## src/rtl/gals_pkg.sv

```systemverilog
// gals_pkg: shared widths, read-FSM encodings and status codes for the GALS datapath
// Contents:
//   GALS_DATA_W  default word width between producers and display path
//   rd_state_t   read-side FSM states of rate_fifo_bridge
//   LED_*        status codes shared with the top-level control FSM
package gals_pkg;
   localparam int GALS_DATA_W = 16;
   typedef enum logic {RD_IDLE = 1'b0, RD_SHOW = 1'b1} rd_state_t;
   localparam logic [1:0] LED_RUN        = 2'd0;
   localparam logic [1:0] LED_WAIT       = 2'd1;
   localparam logic [1:0] LED_BUFF_EMPTY = 2'd2;
   localparam logic [1:0] LED_BUFF_FULL  = 2'd3;
endpackage

```

## src/rtl/tick_fifo_mem.sv

```systemverilog
// tick_fifo_mem: DEPTH x DATA_W register array, one sync write port, one comb read port
// Ports:
//   clock    system clock
//   we       write enable
//   wr_addr  write address
//   wr_data  write word
//   rd_addr  read address
//   rd_data  read word (combinational)
// The array is deliberately not reset; contents are don't-care until written.
module tick_fifo_mem
   import gals_pkg::*;
#(
   parameter int DATA_W = GALS_DATA_W,
   parameter int DEPTH  = 8,
   parameter int ADDR_W = $clog2(DEPTH)
) (
   input  logic              clock,
   input  logic              we,
   input  logic [ADDR_W-1:0] wr_addr,
   input  logic [DATA_W-1:0] wr_data,
   input  logic [ADDR_W-1:0] rd_addr,
   output logic [DATA_W-1:0] rd_data
);
   logic [DATA_W-1:0] mem [DEPTH];
   always_ff @(posedge clock)
      if (we) mem[wr_addr] <= wr_data;
   assign rd_data = mem[rd_addr];
endmodule

```

## src/rtl/rate_fifo_bridge.sv

```systemverilog
// rate_fifo_bridge: single-clock tick-paced FIFO between producers (data_1) and display (data_2)
// Ports:
//   reset         async active-high reset
//   clock         system clock
//   wr_tick       producer-rate strobe
//   rd_tick       consumer-rate strobe
//   data_1_en     producer word valid
//   data_1        producer word
//   buffer_full   count == DEPTH
//   buffer_empty  count == 0
//   data_2_valid  data_2 holds a word popped at the last rd_tick
//   data_2        consumer word (registered)
//   count         current occupancy
//   drop_count    rejected writes while full (saturating)
// Build option: define RATE_FIFO_DROP_CNT_EN to build the drop counter; otherwise drop_count is 0.
module rate_fifo_bridge
   import gals_pkg::*;
#(
   parameter int DATA_W = GALS_DATA_W,
   parameter int DEPTH  = 8,
   parameter int ADDR_W = $clog2(DEPTH)
) (
   input  logic              reset,
   input  logic              clock,
   input  logic              wr_tick,
   input  logic              rd_tick,
   input  logic              data_1_en,
   input  logic [DATA_W-1:0] data_1,
   output logic              buffer_full,
   output logic              buffer_empty,
   output logic              data_2_valid,
   output logic [DATA_W-1:0] data_2,
   output logic [ADDR_W:0]   count,
   output logic [7:0]        drop_count
);
   logic [ADDR_W-1:0] wr_ptr, rd_ptr;
   logic [DATA_W-1:0] rd_data;
   logic              wr_en, rd_en;
   rd_state_t         state, state_nxt;
   assign buffer_full  = count == (ADDR_W+1)'(DEPTH);
   assign buffer_empty = count == '0;
   // A full FIFO rejects writes even when a pop frees a slot in the same cycle.
   assign wr_en = wr_tick && data_1_en && !buffer_full;
   assign rd_en = rd_tick && !buffer_empty;
   assign data_2_valid = state == RD_SHOW;
   tick_fifo_mem #(.DATA_W(DATA_W), .DEPTH(DEPTH), .ADDR_W(ADDR_W)) u_mem (
      .clock   (clock),
      .we      (wr_en),
      .wr_addr (wr_ptr),
      .wr_data (data_1),
      .rd_addr (rd_ptr),
      .rd_data (rd_data)
   );
   always_ff @(posedge clock or posedge reset)
      if (reset) begin
         wr_ptr <= '0;
         rd_ptr <= '0;
         count  <= '0;
         data_2 <= '0;
         state  <= RD_IDLE;
      end else begin
         if (wr_en) wr_ptr <= wr_ptr + 1'b1;
         if (rd_en) begin
            rd_ptr <= rd_ptr + 1'b1;
            data_2 <= rd_data;
         end
         count <= (wr_en && !rd_en) ? count + 1'b1 :
                  (rd_en && !wr_en) ? count - 1'b1 : count;
         state <= state_nxt;
      end
   // Both states share the same transitions: a successful pop shows, an empty tick idles.
   always_comb begin
      state_nxt = state;
      if (rd_tick) state_nxt = rd_en ? RD_SHOW : RD_IDLE;
   end
`ifdef RATE_FIFO_DROP_CNT_EN
   always_ff @(posedge clock or posedge reset)
      if (reset) drop_count <= '0;
      else if (wr_tick && data_1_en && buffer_full && drop_count != 8'hFF)
         drop_count <= drop_count + 1'b1;
`else
   assign drop_count = 8'h00;
`endif
endmodule

```

## config.mk

```make
export PLATFORM = sky130hd
export DESIGN_NAME = rate_fifo_bridge
export DESIGN_NICKNAME = d
export VERILOG_FILES = /design/src/rtl/gals_pkg.sv /design/src/rtl/tick_fifo_mem.sv /design/src/rtl/rate_fifo_bridge.sv
export SDC_FILE = /design/constraint.sdc
export NUM_CORES = 1
export LEC_CHECK = 0
export BUFFER_PORTS_ARGS = -buffer_cell sky130_fd_sc_hd__buf_2
export CAP_MARGIN = 20
export CORE_AREA = 2 2 128 130
export CTS_CLUSTER_SIZE = 12
export DETAILED_ROUTE_END_ITERATION = 8
export DIE_AREA = 0 0 130 132
export GPL_TIMING_DRIVEN = 0
export PLACE_DENSITY_LB_ADDON = 0.25
export SLEW_MARGIN = 30
export SYNTH_ARGS = -nofsm -noshare
export SYNTH_HDL_FRONTEND = slang
export SYNTH_SLANG_ARGS = --single-unit
```

## constraint.sdc

```tcl
create_clock -name clock -period 2.7 [get_ports clock]
set_clock_uncertainty 0.15 [all_clocks]
set_input_delay 0.135 -clock clock [delete_from_list [all_inputs] [get_ports clock]]
set_output_delay 0.135 -clock clock [all_outputs]
set_load 0.1 [all_outputs]
```

==> metrics.md, run 1 <==
| Metric | Value |
|---|---|
| Run status | finished, final reports clean |
| Post-synth EDFFs | 128 |
| Sink Count | 155 |
| Grt total ovfl | 0 |
| GPL Wtd Cong | 0.733 |
| Element type at the critical path start | register |
| Crit. End Element | register |
| Fin crit period | 2530 ps |
| Clock Tree Buf Depth | 2 |
| Drt wl/cell | 18.6 µm |
| Clk root buf | clkbuf_16 |
| R2r endpoint | count[3] |
| H-tree depth | 4 |
| Ys Warns | 0 |
| Post-synth top flop | edfxtp_1 |
| Row cnt | 46 |
| Worst Tran Pin Value | 697 ps |
| CTS tree | done |
| DRC | 0 |
| Worst R2R Start | count[3] |
| CP arrival | 2680 ps |
| Endpoints failing setup | 0 |
| Die Y-Extent | 132 µm |
| CTS buffer count | 17 |
| Hold/Removal Path Class | in -> reg |
| Post-route cell area | 7800 µm² |
| Vias/cell | 4.94 |
| Area after DPL | 6920 µm² |
| Critical-path top delay cell | dfrtp_4 |
| GRT Overall Usage | 15.9% |
| Antenna viol nets, final | 0 |
| Reg2reg setup slack | 170 ps |
| Maximum VDD drop | 0.627 mV |
| Vias | 3396 |
| Crit path to | count[3] |
| CP Class | reg -> reg |
| CP most frequent cell | ha_4 |
| Vias in the first global route | 3457 |
| Crit-path leading delay family | flip-flops |
| Finished Layout Cells | 688 |
| Slew Limit Headroom | 53.6% |
| Commonest non-fill, non-tap cell in the layout | edfxtp_1 |
| Fillers | 1347 |
| Layout cells sized above 1 | 29.0% |
| Total die area | 17200 µm² |
| Slowest Stage Delay on Critical Path | 510 ps |
| Worst-path fanout max | 18 |
| Clock transition at path regs | 60 ps |
| Worst Reg-to-Reg Cells | 10 |
| RSZ-0062 raised after global routing | false |
| Total core area | 15700 µm² |
| Pins Over Slew Limit | 0 |
| CP Launch Point | count[3] |
| Post-Syn Area | 6210 µm² |
| #FFs+latches synth | 155 |
| Final nets | 487 |
| Power per cell area | 1240 nW/µm² |
| Total Negative Setup Slacks | 0 ps |
| Period utilisation layout | 93.6% |
| Synthesized area per cell | 16.9 µm² |
| Clk_lat worst skew | 430 ps |
| Largest net degree at the start of global routing | 28 |
| Starting Density | 39.5% |
| DR pass1 iterations | 4 |
| Sequential-to-total area share from yosys stat | 72.8% |
| Ys async rst share | 17.4% |
| Die X-Extent | 130 µm |
| IO Pins | 52 |
| Detailed Place HPWL | 8.13 mm |
| Library cells used by synthesis | 33 |
| Final hold vios | 0 |
| Layout area overhead | 25.7% |
| Ordered cell list for the critical path | nor4_4 > nand2b_4 > buf_12 > ha_4 > inv_4 > ha_4 > a21o_1 > a21oi_2 > mux2i_1 > o31ai_1 |
| Syn Inst Count | 368 |
| Antenna violations before repair | 0 |
| Fmax | 396 MHz |
| Buffers on Ports | 43 |
| Dpl cells | 638 |
| First-pass GRT wire length | 19.6 mm |
| Antenna fix cells | 0 |
| Routed WL | 12.8 mm |
| Initial DRC Count | 192 |
| Worst EP required | 2850 ps |
| Setup Buffers After CTS | 0 |
| Worst path bufs/invs | 2 |
| Worst path depth | 10 |
| Leakage | 0.00285 µW |
| Max-cap viol count | 0 |
| Commonest non-fill, non-tap cells in the layout | 128 x edfxtp_1, 47 x buf_2, 33 x mux2i_1 |
[Yosys cell counts (2+ instances only)]
library cell,instances,area (µm²)
a21oi_1,2,10.0
o21ai_0,2,10.0
edfxtp_1,128,3840
buf_12,3,60.1
xnor2_1,4,35.0
ha_1,5,62.6
mux2_1,16,180
o22ai_1,16,100
nor2_1,9,33.8
nor3_1,6,30.0
mux2i_1,33,330
buf_2,6,30.0
dfrtp_1,27,676
mux2_2,19,214
inv_1,3,11.3
nand2b_1,5,31.3
o21ai_1,16,80.1
buf_6,3,33.8
a221o_1,16,160
nand2_1,24,90.1
clkbuf_1,4,15.0
buf_4,9,67.6
xor2_1,2,17.5
[flip-flops by register name, summed over array words and instances, names as in the netlist]
name,count
data_2_valid,1
u_mem.mem,128
data_2,16
count,4
rd_ptr,3
wr_ptr,3
[worst register-to-register path: stages (launching register included)]
cell,delay [ps]
dfrtp_4,510
nor4_4,310
nand2b_4,190
buf_12,160
ha_4,180
inv_4,60
ha_4,200
a21o_1,210
a21oi_2,160
mux2i_1,190
o31ai_1,90
[final cells by class]
type,count,area [µm²],share of cell area (%)
repair buffers,67,472,6.05
well taps,216,270,3.46
inverters,3,13.8,0.176
flip-flops and latches,155,4530,58.1
clock buffers,19,433,5.55
multi-input cells,191,1610,20.6
clock inverters,12,245,3.14
plain buffers,25,230,2.95
[worst min path at each step]
stage,slack (ps),startpoint,endpoint,cells after the start
6_report,30,wr_tick,wr_ptr[1],4
3_5_place_dp,130,reset,data_2[5],2
4_1_cts,20,wr_tick,wr_ptr[1],4
3_3_place_gp,220,rd_tick,data_2_valid,2
5_1_grt,30,wr_tick,wr_ptr[1],4
2_1_floorplan,40,reset,count[0],1
[per-stage QoR]
step | total power, µW | util [%] | setup slack, ps | hold WS [ps]
6_report | 9640 | 49.6 | 173 | 29.6
5_1_grt | 10100 | 49.6 | 25.1 | 32.6
4_1_cts | 9730 | 49.7 | 2.16 | 19.8
3_5_place_dp | 6970 | 44.1 | 5.27 | 132
3_3_place_gp | 6850 | 43.4 | -493 | 217
2_1_floorplan | 6120 | - | -955 | 37.6
[logic make-up (layout without fill, tap and decap cells)]
| kind of cell | after synthesis | after routing | synth area share, % |
|---|---|---|---|
| mux | 68 | 68 | 11.7 |
| fa+ha+maj | 6 | 6 | 1.33 |
| xor+xnor | 6 | 6 | 0.847 |
| flops | 155 | 155 | 72.8 |
| buf+inv | 29 | 126 | 3.57 |
| simple gates | 47 | 47 | 3.39 |
| other cells | 1 | 8 | 0.0604 |
| compound gates | 56 | 56 | 6.33 |
[power breakdown]
group	internal, µW	switching, µW
logic	1140	2550
clock network	1820	909
registers	2970	244
[timing repair]
item,in CTS,in global routing
pin swaps,1,1
hold endpoints to repair,162,0
gates resized for setup,0,2
hold buffers,20,0
setup endpoints to repair,1,1
[metal layers]
| layer | up-vias | share of wire (%) | track usage (%) |
|---|---|---|---|
| met2 | 79 | 49 | 25.1 |
| met3 | 13 | 4.9 | 4.71 |
| met1 | 1712 | 45 | 20.5 |
| li1 | 1592 | - | - |
| met5 | - | 0 | 0 |
| met4 | 0 | 1.5 | 6.39 |
No activity file was read; power rests on OpenSTA's default activity.
==> run 2: changes to the inputs <==
--- a/config.mk
+++ b/config.mk
@@ -12,7 +12,9 @@
 export DETAILED_ROUTE_END_ITERATION = 8
 export DIE_AREA = 0 0 130 132
 export GPL_TIMING_DRIVEN = 0
+export HOLD_SLACK_MARGIN = 0.1
 export PLACE_DENSITY_LB_ADDON = 0.25
+export SETUP_SLACK_MARGIN = 0.3
 export SLEW_MARGIN = 30
 export SYNTH_ARGS = -nofsm -noshare
 export SYNTH_HDL_FRONTEND = slang
==> run 2 against run 1 <==
Against the previous run: combinational power is 6.0% higher; register-to-register slack improved by 40 ps; power decreased by 3.2%; setup slack better by 39 ps; sequential share of layout area decreased by 0.43 points; critical endpoint unchanged; largest cell class unchanged; largest power group unchanged; highest routed layer unchanged.
==> metrics.md, run 2 (synthesis results as in run 1) <==
| Metric | Value |
|---|---|
| Post-route cell area | 7860 µm² |
| CP Class | reg -> reg |
| H-tree depth | 4 |
| Clk_lat worst skew | 420 ps |
| Commonest non-fill, non-tap cell in the layout | edfxtp_1 |
| Worst Tran Pin Value | 733 ps |
| CP arrival | 2630 ps |
| Final hold vios | 0 |
| Maximum VDD drop | 0.845 mV |
| Die Y-Extent | 132 µm |
| Total die area | 17200 µm² |
| Crit-path leading delay family | flip-flops |
| Final Total Pwr | 9320 µW |
| Util after Layout | 50.0% |
| Row cnt | 46 |
| Largest Register | u_mem.mem |
| Ordered cell list for the critical path | nor4_4 > nand2b_4 > buf_8 > buf_12 > ha_4 > inv_4 > ha_4 > a21o_4 > a21oi_4 > mux2i_1 > o31ai_1 |
| Power per cell area | 1190 nW/µm² |
| Grt total ovfl | 0 |
| Commonest non-fill, non-tap cells in the layout | 128 x edfxtp_1, 47 x buf_2, 33 x mux2i_1 |
| Initial DRC Count | 208 |
| Starting Density | 39.5% |
| Critical-path top delay cell | dfrtp_4 |
| FF+latch area | 4530 µm² |
| Final worst slack | 212 ps |
| Crit. End Element | register |
| Area after DPL | 6900 µm² |
| Fmax | 402 MHz |
| Clk root buf | clkbuf_16 |
| Drt wl/cell | 19.6 µm |
| Multi-input logic area | 1640 µm² |
| Largest net degree at the start of global routing | 28 |
| Run status | finished, final reports clean |
| CTS buffer count | 17 |
| Endpoints failing setup | 0 |
| Layout cells sized above 1 | 30.3% |
| RSZ-0062 raised after global routing | true |
| Total core area | 15700 µm² |
| Leakage | 0.00288 µW |
| Vias/cell | 4.93 |
| Slew Limit Headroom | 51.1% |
| Element type at the critical path start | register |
| IO Pins | 52 |
| CP most frequent cell | ha_4 |
| Max-cap viol count | 0 |
| Die X-Extent | 130 µm |
| Sink Count | 155 |
| Vias in the first global route | 3743 |
| Fillers | 1320 |
| Pins Over Slew Limit | 0 |
| Antenna violations before repair | 0 |
| CTS tree | done |
| Max reg flops | 128 |
| Biggest regs | u_mem.mem (128), data_2 (16), count (4) |
| Final nets | 502 |
| Period utilisation layout | 92.2% |
| Clock transition at path regs | 60 ps |
| Worst path bufs/invs | 3 |
| Routed WL | 13.8 mm |
| Detailed Place HPWL | 8.14 mm |
| Layout area overhead | 26.6% |
| Antenna viol nets, final | 0 |
| Buffers on Ports | 43 |
| First-pass GRT wire length | 21.4 mm |
| Worst EP required | 2850 ps |
| Fin crit period | 2490 ps |
| DR pass1 iterations | 4 |
| GRT Overall Usage | 17.3% |
| Slowest Stage Delay on Critical Path | 510 ps |
| GPL Wtd Cong | 0.706 |
| Place WS | -42.3 ps |
| DRC | 0 |
| Worst-path fanout max | 6 |
| Hold Slack | 237 ps |
| Hold/Removal Path Class | in -> async |
| Clock Tree Buf Depth | 2 |
| Antenna fix cells | 0 |
| Vias | 3472 |
==> run 2: cell types whose count changed in the layout (fill, tap and decap cells not counted), sizes merged <==
cell	delta
buf	+15
bufinv	-5
clkbuf	+2
clkinv	+6
clkinvlp	-1
inv	-1
==> run 2: path summary, 6_finish.rpt <==
| kind | start | to | slack [ps] | cells past startpoint |
|---|---|---|---|---|
| setup / recovery | count[3] | count[3] | 210 | 11 |
| hold / removal | reset | data_2_valid | 240 | 3 |
| setup reg to reg | count[3] | count[3] | 210 | 11 |
| hold reg to reg | data_2[3] | data_2[3] | 330 | 2 |
| max in group asynchronous | reset | count[3] | 1630 | 3 |
| min in group clock | wr_tick | count[0] | 310 | 6 |
==> run 2: layer usage <==
| layer | vias up | routed length [µm] | global-route usage (%) |
|---|---|---|---|
| li1 | 1620 | - | - |
| met1 | 1757 | 6020 | 21.4 |
| met2 | 76 | 7140 | 29.9 |
| met3 | 19 | 434 | 3.61 |
| met4 | 0 | 194 | 5.85 |
| met5 | - | 0 | 0 |
==> run 2: per-stage QoR <==
step / setup TNS (ps) / std cells
finish: 0 / 704
floorplan: -4450 / 375
global route: 0 / 704
CTS: 0 / 702
detailed placement: -42.3 / 636
global placement: -286 / 634
==> run 2: worst min-delay path, cell delays in order <==
cell           delay (ps)
dlygate4sd3_1         530
buf_2                 120
inv_2                 520
==> run 2: repair_timing <==
item,CTS,global route
hold endpoints to repair,159,0
setup buffers,14,2
hold buffers,20,0
setup endpoints to repair,119,3
gates resized for setup,6,2
pin swaps,8,2
==> run 2: layout make-up <==
cell class / instances / area share [%]
timing repair buffer: 81 / 7.83
sequential: 155 / 57.6
buffer: 26 / 3.12
inverter: 3 / 0.175
multi-input combinational: 191 / 20.9
clock inverter: 11 / 1.31
tap: 216 / 3.44
clock buffer: 21 / 5.60
==> run 2: where the power goes <==
part | switching, µW | internal, µW | leakage (µW) | total (µW)
Sequential | 230 | 2970 | 0.00147 | 3200
Combinational | 2650 | 1260 | 0.00115 | 3910
Clock | 873 | 1340 | 0.000266 | 2210
==> run 3: changes to the inputs <==
--- a/config.mk
+++ b/config.mk
@@ -7,15 +7,15 @@
 export LEC_CHECK = 0
 export BUFFER_PORTS_ARGS = -buffer_cell sky130_fd_sc_hd__buf_2
 export CAP_MARGIN = 20
-export CORE_AREA = 2 2 128 130
+export CORE_AREA = 2 2 129 131
 export CTS_CLUSTER_SIZE = 12
 export DETAILED_ROUTE_END_ITERATION = 8
-export DIE_AREA = 0 0 130 132
+export DIE_AREA = 0 0 131 133
 export GPL_TIMING_DRIVEN = 0
 export HOLD_SLACK_MARGIN = 0.1
-export PLACE_DENSITY_LB_ADDON = 0.25
 export SETUP_SLACK_MARGIN = 0.3
 export SLEW_MARGIN = 30
 export SYNTH_ARGS = -nofsm -noshare
 export SYNTH_HDL_FRONTEND = slang
+export SYNTH_HIERARCHICAL = 1
 export SYNTH_SLANG_ARGS = --single-unit
==> run 3 against run 2 <==
Against the previous run: cell count down 9.9%; power increased by 0.20%; synthesized area is 1.2% higher; flip-flop and latch count stayed put; critical path type unchanged; critical endpoint unchanged; highest routed layer unchanged.
==> metrics.md, run 3 <==
| Metric | Value |
|---|---|
| Hold Slack | 209 ps |
| Clock transition at path regs | 60 ps |
| Syn Inst Count | 294 |
| Largest net degree at the start of global routing | 28 |
| Multi-input logic area | 1740 µm² |
| H-tree depth | 4 |
| Commonest non-fill, non-tap cells in the layout | 128 x edfxtp_1, 43 x buf_2, 35 x mux2_2 |
| Antenna fix cells | 0 |
| Antenna viol nets, final | 0 |
| Clock Tree Buf Depth | 2 |
| Detailed Place HPWL | 7.15 mm |
| RSZ-0062 raised after global routing | true |
| Worst EP required | 2840 ps |
| Buffers on Ports | 43 |
| Synth top area share | 61.2% |
| P_sw | 3490 µW |
| Top cell type by total area after synthesis | edfxtp_1 |
| Slowest Stage Delay on Critical Path | 530 ps |
| Total core area | 16200 µm² |
| Place WS | -28.2 ps |
| DR pass1 iterations | 4 |
| Period utilisation layout | 88.9% |
| GRT Overall Usage | 14.6% |
| Starting Density | 38.8% |
| Die X-Extent | 131 µm |
| Biggest regs | u_mem/mem (128), data_2 (16), count (4) |
| Area after DPL | 6960 µm² |
| Largest Register | u_mem/mem |
| Final nets | 428 |
| DRC | 0 |
| Post-synth EDFFs | 128 |
| Leakage | 0.00287 µW |
| Element type at the critical path start | register |
| Switching Fraction | 37.4% |
| Post-synth top cells | 128 x edfxtp_1, 35 x mux2_2, 28 x mux4_1 |
| Total Negative Setup Slacks | 0 ps |
| Max-cap viol count | 0 |
| CP Class | reg -> reg |
| Sequential-to-total area share from yosys stat | 72.0% |
| Initial DRC Count | 197 |
| Finished Layout Cells | 634 |
| Maximum VDD drop | 0.648 mV |
| Synthesized area per cell | 21.4 µm² |
| Fin crit period | 2400 ps |
| Post-synth top flop | edfxtp_1 |
| Routed WL | 11.7 mm |
| First-pass GRT wire length | 18.0 mm |
| Reg2reg setup slack | 300 ps |
| Antenna violations before repair | 0 |
| Vias/cell | 4.80 |
| Worst Tran Pin Value | 779 ps |
| Pint | 5850 µW |
| GPL Wtd Cong | 0.695 |
| Power per cell area | 1180 nW/µm² |
| Layout cells sized above 1 | 41.1% |
| Row cnt | 47 |
| Commonest non-fill, non-tap cell in the layout | edfxtp_1 |
| Fmax | 417 MHz |
| Clk root buf | clkbuf_16 |
| Post-route cell area | 7950 µm² |
| Crit. End Element | register |
| Post-Syn Area | 6280 µm² |
| Vias | 3045 |
| Final worst slack | 299 ps |
| Sequential Power Share | 34.5% |
| Combinational group share of total power | 39.1% |
| Dpl cells | 566 |
| Run status | finished, final reports clean |
| Vias in the first global route | 3161 |
| Fillers | 1354 |
| Most numerous cell in the Yosys netlist | edfxtp_1 |
| Slew Limit Headroom | 48.0% |
| CTS tree | done |
| Drt wl/cell | 18.5 µm |
| CTS buffer count | 17 |
| Clock power share | 26.4% |
| Clk_lat worst skew | 420 ps |
| Ordered cell list for the critical path | o41ai_4 > buf_6 > ha_4 > buf_8 > or4_4 > nand3_2 > o221ai_2 |
| Total die area | 17400 µm² |
| Worst-path fanout max | 10 |
| Critical-path top delay cell | dfrtp_4 |
| CP arrival | 2540 ps |
| Max reg flops | 128 |
| Ys async rst share | 17.4% |
| Hold/Removal Path Class | in -> async |
| Grt total ovfl | 0 |
| Pins Over Slew Limit | 0 |
| Top cells by area, synth | edfxtp_1 61%, mux4_1 12%, dfrtp_1 11% |
| #FFs+latches synth | 155 |
| Library cells used by synthesis | 34 |
| IO Pins | 52 |
| Layout area overhead | 26.5% |
| FF+latch area | 4530 µm² |
| Sink Count | 155 |
| Ys Warns | 6 |
| Die Y-Extent | 133 µm |
| Final hold vios | 0 |
| Endpoints failing setup | 0 |
[run 3: cell types whose count changed after synthesis, sizes merged, moves of 4 or more]
cell and change:
mux2i -32, nand2 -20, a221o -16, buf -4
o22ai -16, nor3 -4, o21ai -16, mux4 +32
[run 3: cells by family (layout without fill, tap and decap cells)]
kind of cell	after synthesis	after routing	share of synthesized area, %
adders and majority gates	6	6	1.31
muxes	68	68	19.6
DFF	155	155	72.0
xor gates and xnor gates	6	6	0.837
buffers and inverters	24	137	2.65
other	1	8	0.0597
AOI/OAI and AO/OA	7	7	1.10
and+or+nand+nor	27	27	2.51
[run 3: repair_timing]
action / in CTS / in global routing
gates resized for setup: 1 / 3
setup endpoints to repair: 3 / 18
hold buffers: 21 / 0
hold endpoints to repair: 160 / 0
gates cloned: 0 / 0
setup buffers: 9 / 6
pin swaps: 3 / 5
[run 3: final cells by class]
type                            instances  area share (%)
Clock inverter                         15            2.50
Tap cell                              220            3.46
Multi-Input combinational cell        122            21.9
Timing Repair Buffer                   81            7.46
Sequential cell                       155            57.0
Buffer                                 20            2.05
Inverter                                4           0.220
Clock buffer                           17            5.35
[run 3: power groups by stage]
stage,Sequential (µW),Combinational [µW],Clock (µW)
finish,3220,3650,2470
global route,3260,3850,2630
CTS,3230,3620,2520
detailed placement,3300,3470,0
global placement,3280,3370,0
floorplan,4390,1620,0
[run 3: critical path: cells and delay by family (launching register included)]
kind | cells | cell delay, ps
flip-flops | 1 | 530
AND/OR/NAND/NOR | 2 | 620
adder cells (fa/ha/maj) | 1 | 200
buffers and inverters | 2 | 290
AO/OA/AOI/OAI | 2 | 490
[run 3: layer usage]
metal | part of all wire [%] | vias up | global-route usage, % | routed length (µm)
met5 | 0 | - | 0 | 0
met4 | 1.2 | 0 | 5.32 | 135
met3 | 2.8 | 11 | 3.52 | 330
met2 | 50 | 65 | 23.7 | 5920
met1 | 46 | 1567 | 19.1 | 5340
li1 | - | 1402 | - | -
[run 3: through the flow]
stage | power [µW] | utilization, %
2_1_floorplan | 6010 | -
3_3_place_gp | 6650 | 42.6
3_5_place_dp | 6770 | 43.0
4_1_cts | 9370 | 48.6
5_1_grt | 9740 | 49.1
6_report | 9340 | 49.1
[run 3: worst paths after layout]
kind,start,to,cells past startpoint
setup reg to reg,count[1],count[3],7
min in group clock,wr_ptr[2],wr_ptr[2],1
hold reg to reg,wr_ptr[2],wr_ptr[2],1
hold / removal,reset,data_2[12],3
setup / recovery,count[1],count[3],7
max in group asynchronous,reset,count[1],3
